$ cat config.mk
export PLATFORM = sky130hd
export DESIGN_NAME = tlb_assoc_array
export DESIGN_NICKNAME = d
export VERILOG_FILES = /design/src/rtl/tlb_assoc_array.sv
export SDC_FILE = /design/constraint.sdc
export NUM_CORES = 2
export LEC_CHECK = 0
export BUFFER_PORTS_ARGS = -buffer_cell sky130_fd_sc_hd__buf_4
export CORE_ASPECT_RATIO = 2
export CORE_UTILIZATION = 42
export CTS_BUF_LIST = sky130_fd_sc_hd__clkbuf_8 sky130_fd_sc_hd__clkbuf_16
export DETAILED_ROUTE_END_ITERATION = 16
export PLACE_DENSITY = 0.66
export SKIP_LAST_GASP = 1
export SYNTH_ARGS = -nofsm -noshare
export SYNTH_HDL_FRONTEND = slang
export SYNTH_SLANG_ARGS = --single-unit
$ cat constraint.sdc
create_clock -name clk -period 8.75 [get_ports clk]
set_clock_uncertainty 0.15 [all_clocks]
set_input_delay 0.875 -clock clk [delete_from_list [all_inputs] [get_ports clk]]
set_output_delay 0.875 -clock clk [all_outputs]
set_load 0.1 [all_outputs]
$ cat src/rtl/tlb_assoc_array.sv
// tlb_assoc_array: fully-associative TLB with superpages, registered lookup, fill/victim policy and ASID invalidation
module tlb_assoc_array #(
  parameter int ENTRIES    = 16,
  parameter int VPN_WIDTH  = 20,
  parameter int PPN_WIDTH  = 20,
  parameter int ASID_WIDTH = 8,
  parameter int SUPER_BITS = 10
) (
  input  logic                          clk,
  input  logic                          rst,
  input  logic                          lookup_valid,
  input  logic [VPN_WIDTH-1:0]          lookup_vpn,
  input  logic [ASID_WIDTH-1:0]         lookup_asid,
  output logic                          resp_valid,
  output logic                          resp_hit,
  output logic [PPN_WIDTH-1:0]          resp_ppn,
  output logic [3:0]                    resp_flags,
  output logic                          resp_super,
  input  logic                          write_en,
  input  logic [VPN_WIDTH-1:0]          write_vpn,
  input  logic [PPN_WIDTH-1:0]          write_ppn,
  input  logic [ASID_WIDTH-1:0]         write_asid,
  input  logic [3:0]                    write_flags,
  input  logic                          write_global,
  input  logic                          write_super,
  input  logic [1:0]                    inv_op,
  input  logic [VPN_WIDTH-1:0]          inv_vpn,
  input  logic [ASID_WIDTH-1:0]         inv_asid,
  output logic [$clog2(ENTRIES):0]      occupancy
);
  localparam int IW = $clog2(ENTRIES);
  localparam int OW = IW + 1;
  localparam logic [VPN_WIDTH-1:0] VMASK = {VPN_WIDTH{1'b1}} << SUPER_BITS;
  localparam logic [PPN_WIDTH-1:0] PMASK = {PPN_WIDTH{1'b1}} << SUPER_BITS;

  logic [ENTRIES-1:0]    valid_q, valid_d, global_q, global_d, super_q, super_d;
  logic [VPN_WIDTH-1:0]  vpn_q [ENTRIES];
  logic [VPN_WIDTH-1:0]  vpn_d [ENTRIES];
  logic [PPN_WIDTH-1:0]  ppn_q [ENTRIES];
  logic [PPN_WIDTH-1:0]  ppn_d [ENTRIES];
  logic [ASID_WIDTH-1:0] asid_q [ENTRIES];
  logic [ASID_WIDTH-1:0] asid_d [ENTRIES];
  logic [3:0]            flags_q [ENTRIES];
  logic [3:0]            flags_d [ENTRIES];
  logic [IW-1:0]         victim_q, victim_d, lk_idx, wr_idx;
  logic [OW-1:0]         occ_q, occ_d;
  logic                  resp_valid_q, resp_valid_d, resp_hit_q, resp_hit_d, resp_super_q, resp_super_d;
  logic [PPN_WIDTH-1:0]  resp_ppn_q, resp_ppn_d;
  logic [3:0]            resp_flags_q, resp_flags_d;
  logic [ENTRIES-1:0]    lk_m, wr_m, inv_m;
  logic                  lk_hit, wr_hit, wr_free;

  for (genvar g = 0; g < ENTRIES; g++) begin : g_cmp
    assign lk_m[g] = valid_q[g] && (global_q[g] || asid_q[g] == lookup_asid) &&
                     ((vpn_q[g] ^ lookup_vpn) & (super_q[g] ? VMASK : '1)) == '0;
    assign wr_m[g] = valid_q[g] && (write_global || asid_q[g] == write_asid) &&
                     ((vpn_q[g] ^ write_vpn) & (write_super ? VMASK : '1)) == '0;
    assign inv_m[g] = inv_op == 2'b11 ? valid_q[g] :
                      inv_op == 2'b10 ? valid_q[g] && !global_q[g] && asid_q[g] == inv_asid :
                      valid_q[g] && (global_q[g] || asid_q[g] == inv_asid) &&
                      ((vpn_q[g] ^ inv_vpn) & (super_q[g] ? VMASK : '1)) == '0;
  end

  // lowest-index selection: lookup winner and write slot (match, then free, then victim)
  always_comb begin
    lk_hit = |lk_m;
    wr_hit = |wr_m;
    wr_free = ~&valid_q;
    lk_idx = '0;
    wr_idx = victim_q;
    for (int i = ENTRIES - 1; i >= 0; i--) if (!valid_q[i]) wr_idx = IW'(i);
    for (int i = ENTRIES - 1; i >= 0; i--) begin
      if (wr_m[i]) wr_idx = IW'(i);
      if (lk_m[i]) lk_idx = IW'(i);
    end
  end

  // array update (invalidate beats write), occupancy and registered response
  always_comb begin
    valid_d = valid_q;
    global_d = global_q;
    super_d = super_q;
    vpn_d = vpn_q;
    ppn_d = ppn_q;
    asid_d = asid_q;
    flags_d = flags_q;
    victim_d = victim_q;
    if (inv_op != 2'b00) valid_d = valid_q & ~inv_m;
    else if (write_en) begin
      valid_d[wr_idx] = 1'b1;
      global_d[wr_idx] = write_global;
      super_d[wr_idx] = write_super;
      vpn_d[wr_idx] = write_vpn;
      ppn_d[wr_idx] = write_ppn;
      asid_d[wr_idx] = write_asid;
      flags_d[wr_idx] = write_flags;
      victim_d = (wr_hit || wr_free) ? victim_q : victim_q + IW'(1);
    end
    occ_d = '0;
    for (int i = 0; i < ENTRIES; i++) occ_d = occ_d + OW'(valid_d[i]);
    resp_valid_d = lookup_valid;
    resp_hit_d = lookup_valid && lk_hit;
    resp_super_d = resp_hit_d && super_q[lk_idx];
    resp_flags_d = resp_hit_d ? flags_q[lk_idx] : 4'b0;
    resp_ppn_d = !resp_hit_d ? '0 :
                 super_q[lk_idx] ? (ppn_q[lk_idx] & PMASK) | (PPN_WIDTH'(lookup_vpn[SUPER_BITS-1:0]) & ~PMASK) :
                 ppn_q[lk_idx];
  end

  // control state and response registers
  always_ff @(posedge clk) begin
    if (rst) begin
      valid_q <= '0;
      victim_q <= '0;
      occ_q <= '0;
      resp_valid_q <= 1'b0;
      resp_hit_q <= 1'b0;
      resp_super_q <= 1'b0;
      resp_flags_q <= '0;
      resp_ppn_q <= '0;
    end else begin
      valid_q <= valid_d;
      victim_q <= victim_d;
      occ_q <= occ_d;
      resp_valid_q <= resp_valid_d;
      resp_hit_q <= resp_hit_d;
      resp_super_q <= resp_super_d;
      resp_flags_q <= resp_flags_d;
      resp_ppn_q <= resp_ppn_d;
    end
  end

  // entry payload, only meaningful where valid is set
  always_ff @(posedge clk) begin
    global_q <= global_d;
    super_q <= super_d;
    vpn_q <= vpn_d;
    ppn_q <= ppn_d;
    asid_q <= asid_d;
    flags_q <= flags_d;
  end

  assign resp_valid = resp_valid_q;
  assign resp_hit = resp_hit_q;
  assign resp_ppn = resp_ppn_q;
  assign resp_flags = resp_flags_q;
  assign resp_super = resp_super_q;
  assign occupancy = occ_q;
endmodule

==> out/qor.txt <==
Area leader, netlist -> edfxtp_1
Most frequent cells in the layout -> xor2_1, edfxtp_1, xnor2_1
Post-cts resize count -> 0
Final core utilization -> 0.470
Sequential standard cell area -> 27000 µm²
# Post-CTS Setup Buffers -> 0
CP Data Arrival Time -> 8.17 ns
Top FF cell, synth -> edfxtp_1
Die width -> 244 µm
VDD IR max -> 0.200 mV
HPWL after DPL -> 113000 µm
Die Y -> 485 µm
Port bufs -> 147
CTS tree -> done
Crit-path max FO -> 10
Part of the power in registers -> 0.516
Footprint of the multi-input gates -> 20900 µm²
Syn Nets -> 3844
Boundary Pins -> 148
Tcrit/Tclk final -> 0.881
Min-Delay Path Class -> in2reg
Wire per inst -> 30.9 µm
Required @ worst endpoint -> 9.21 ns
GRT Util Overall -> 0.281
Antenna Nets Post-Route -> 0
Mapped Cells -> 3712
Setup crit end kind -> flop
Iteration-0 DRC count of the detailed router -> 2823
Worst setup path start -> vpn_q[77]
Root buffer cell -> clkbuf_16
Max-cap violations -> 0
Tightest Pin Transition -> 1.39 ns
Clock Path Buffers -> 3
H-tree Lvls -> 3
CTS buffer count -> 83
Sw Ratio -> 0.241
Pre-CTS setup slack -> 0.552 ns
Die ar. -> 118000 µm²
Placer Congestion -> 1.03
Vias in the first global route -> 33100
Synth cell types -> 69
Area added between synthesis and finish -> 11.2%
Filler instances -> 10400
Slew Limit Headroom -> 0.0704
Seq/Total Area, Yosys -> 0.550
Worst R2R Start -> vpn_q[77]
Yosys warnings -> 0
Clock net sink count -> 916
Routed wire length -> 167000 µm
Ratio of cells with drive above 1 in the final layout -> 0.109
Power per cell area -> 171 nW/µm²
Post-synth top area share -> 0.529
Sw power -> 0.00225 W
Async SR Flop Fraction -> 0
Outcome -> completed
Fin Hold WS -> 0.291 ns
Setup-failing EPs final -> 0
Clock Power Share -> 0.405
First-pass GRT wire length -> 236000 µm
Clk pin slew, worst setup/hold paths -> 0.07 ns
Site row count -> 177
Tmin final -> 7.71 ns
Vias per cell -> 5.98
EDFF count, synth -> 864
Hold buffers post-CTS -> 0
Total gr overflow -> 0
Initial cell density of the core -> 0.423
RSZ-0062 raised after global routing -> false
Core Box Area -> 116000 µm²
Combinational power share -> 0.079
Worst skew pair latency -> 0.71 ns
Syn avg cell area -> 13.2 µm²
Worst setup SP type -> flop
Vias -> 32200
Slew Viols, Final -> 0
Initial antenna violation count -> 6
Internal cell power -> 0.00707 W
Number of remaining DRC errors -> 0
Final nets -> 3931
Synthesized flop and latch total -> 916
Largest net degree at the start of global routing -> 58
Fmax -> 130 MHz
Final Hold Viols -> 0
Hold path startpoint -> write_asid[1]
Leading cell type in the layout, fill and taps excluded -> xor2_1
1st-pass router iterations -> 8
Area contributors post-synth -> edfxtp_1, xor2_1, xnor2_1
Setup slack after layout -> 1.04 ns
Setup TNS -> 0 ns
Static leakage -> 18.6 nW
Post-Syn Area -> 49100 µm²
Crit Path Class -> reg2reg
[layout make-up]
type	count	share of cell area
diodes	1	0.0000459
clock buffers	97	0.0429
clock inverters	58	0.00835
inverters	34	0.00234
multi-input cells	2533	0.383
flip-flops and latches	916	0.495
well taps	1521	0.0349
repair buffers	231	0.0336
[synth_stat cells (all sizes together) (6+ instances only)]
cell type / n
xor2: 888
edfxtp: 864
xnor2: 461
mux2i: 269
nor4: 240
buf: 158
nand4: 129
a21oi: 71
clkbuf: 71
nor2: 59
dfxtp: 52
a41oi: 47
nand2: 38
inv: 33
nor3: 29
a22oi: 28
nand3: 28
o21ai: 26
or4: 22
mux4: 20
or3: 16
nor3b: 11
a22o: 10
fa: 10
nand2b: 10
o32ai: 10
o211ai: 9
o22ai: 9
nor2b: 7
ha: 6
[metrics by stage]
step                      total power, W  instance area [µm²]  instances
final                            0.00931                54500       5391
after floorplan                  0.00533                49100       3712
after CTS                        0.00936                54500       5389
after global routing             0.00956                54500       5391
after global placement           0.00562                51700       5234
after detailed placement         0.00562                51700       5234
[cell families (layout without fill, tap and decap cells)]
family,after synthesis,count (layout),synth area share
XOR/XNOR,1349,1349,0.241
flip-flops,916,916,0.550
AND/OR/NAND/NOR,623,623,0.0754
multiplexers,291,291,0.0645
buffers and inverters,263,420,0.0273
AO/OA/AOI/OAI,254,254,0.0362
adder cells (fa/ha/maj),16,16,0.00561
other,0,1,0
[critical path, stage by stage, from the launching register on]
cell,delay [ns]
edfxtp_1,0.53
xor2_1,0.21
nor3b_1,0.62
nand4bb_1,0.34
nor4_1,1.18
a221oi_1,0.20
a21oi_1,0.38
or2_1,0.45
buf_4,0.28
a2bb2oi_1,0.21
fa_1,0.46
fa_1,0.50
inv_1,0.06
fa_1,0.53
inv_1,0.05
fa_1,0.42
inv_1,0.06
ha_1,0.16
inv_1,0.06
fa_1,0.46
inv_1,0.07
a21oi_1,0.06
nor3b_1,0.17
[per-layer routing]
metal	track usage	wire length (µm)	up-vias
met2	0.489	83900	1586
met4	0.240	16300	10
li1	-	-	13800
met3	0.0540	11000	727
met5	0	69	-
met1	0.286	55400	16100
[path summary, 6_finish.rpt]
| check | endpoint | slack, ns | cells after the start |
|---|---|---|---|
| setup / recovery | occupancy[4] | 1.04 | 22 |
| hold / removal | asid_q[97] | 0.29 | 1 |
| setup reg to reg | occupancy[4] | 1.04 | 22 |
| hold reg to reg | victim_q[3] | 0.41 | 2 |
[power groups by stage]
stage                     Sequential, W  Clock [W]  Combinational (W)
after floorplan                 0.00491          0           0.000422
after global placement          0.00490          0           0.000715
after detailed placement        0.00490          0           0.000720
after CTS                       0.00481    0.00383           0.000723
after global routing            0.00480    0.00399           0.000768
final                           0.00481    0.00377           0.000735
[sequential cells by signal, indices dropped and copies added, names as in the netlist]
signal      cells
global_q       16
resp_hit        1
flags_q        64
resp_flags      4
resp_valid      1
ppn_q         320
vpn_q         320
resp_ppn       20
victim_q        4
occupancy       5
resp_super      1
asid_q        128
valid_q        16
super_q        16
No activity file was read; power rests on OpenSTA's default activity.
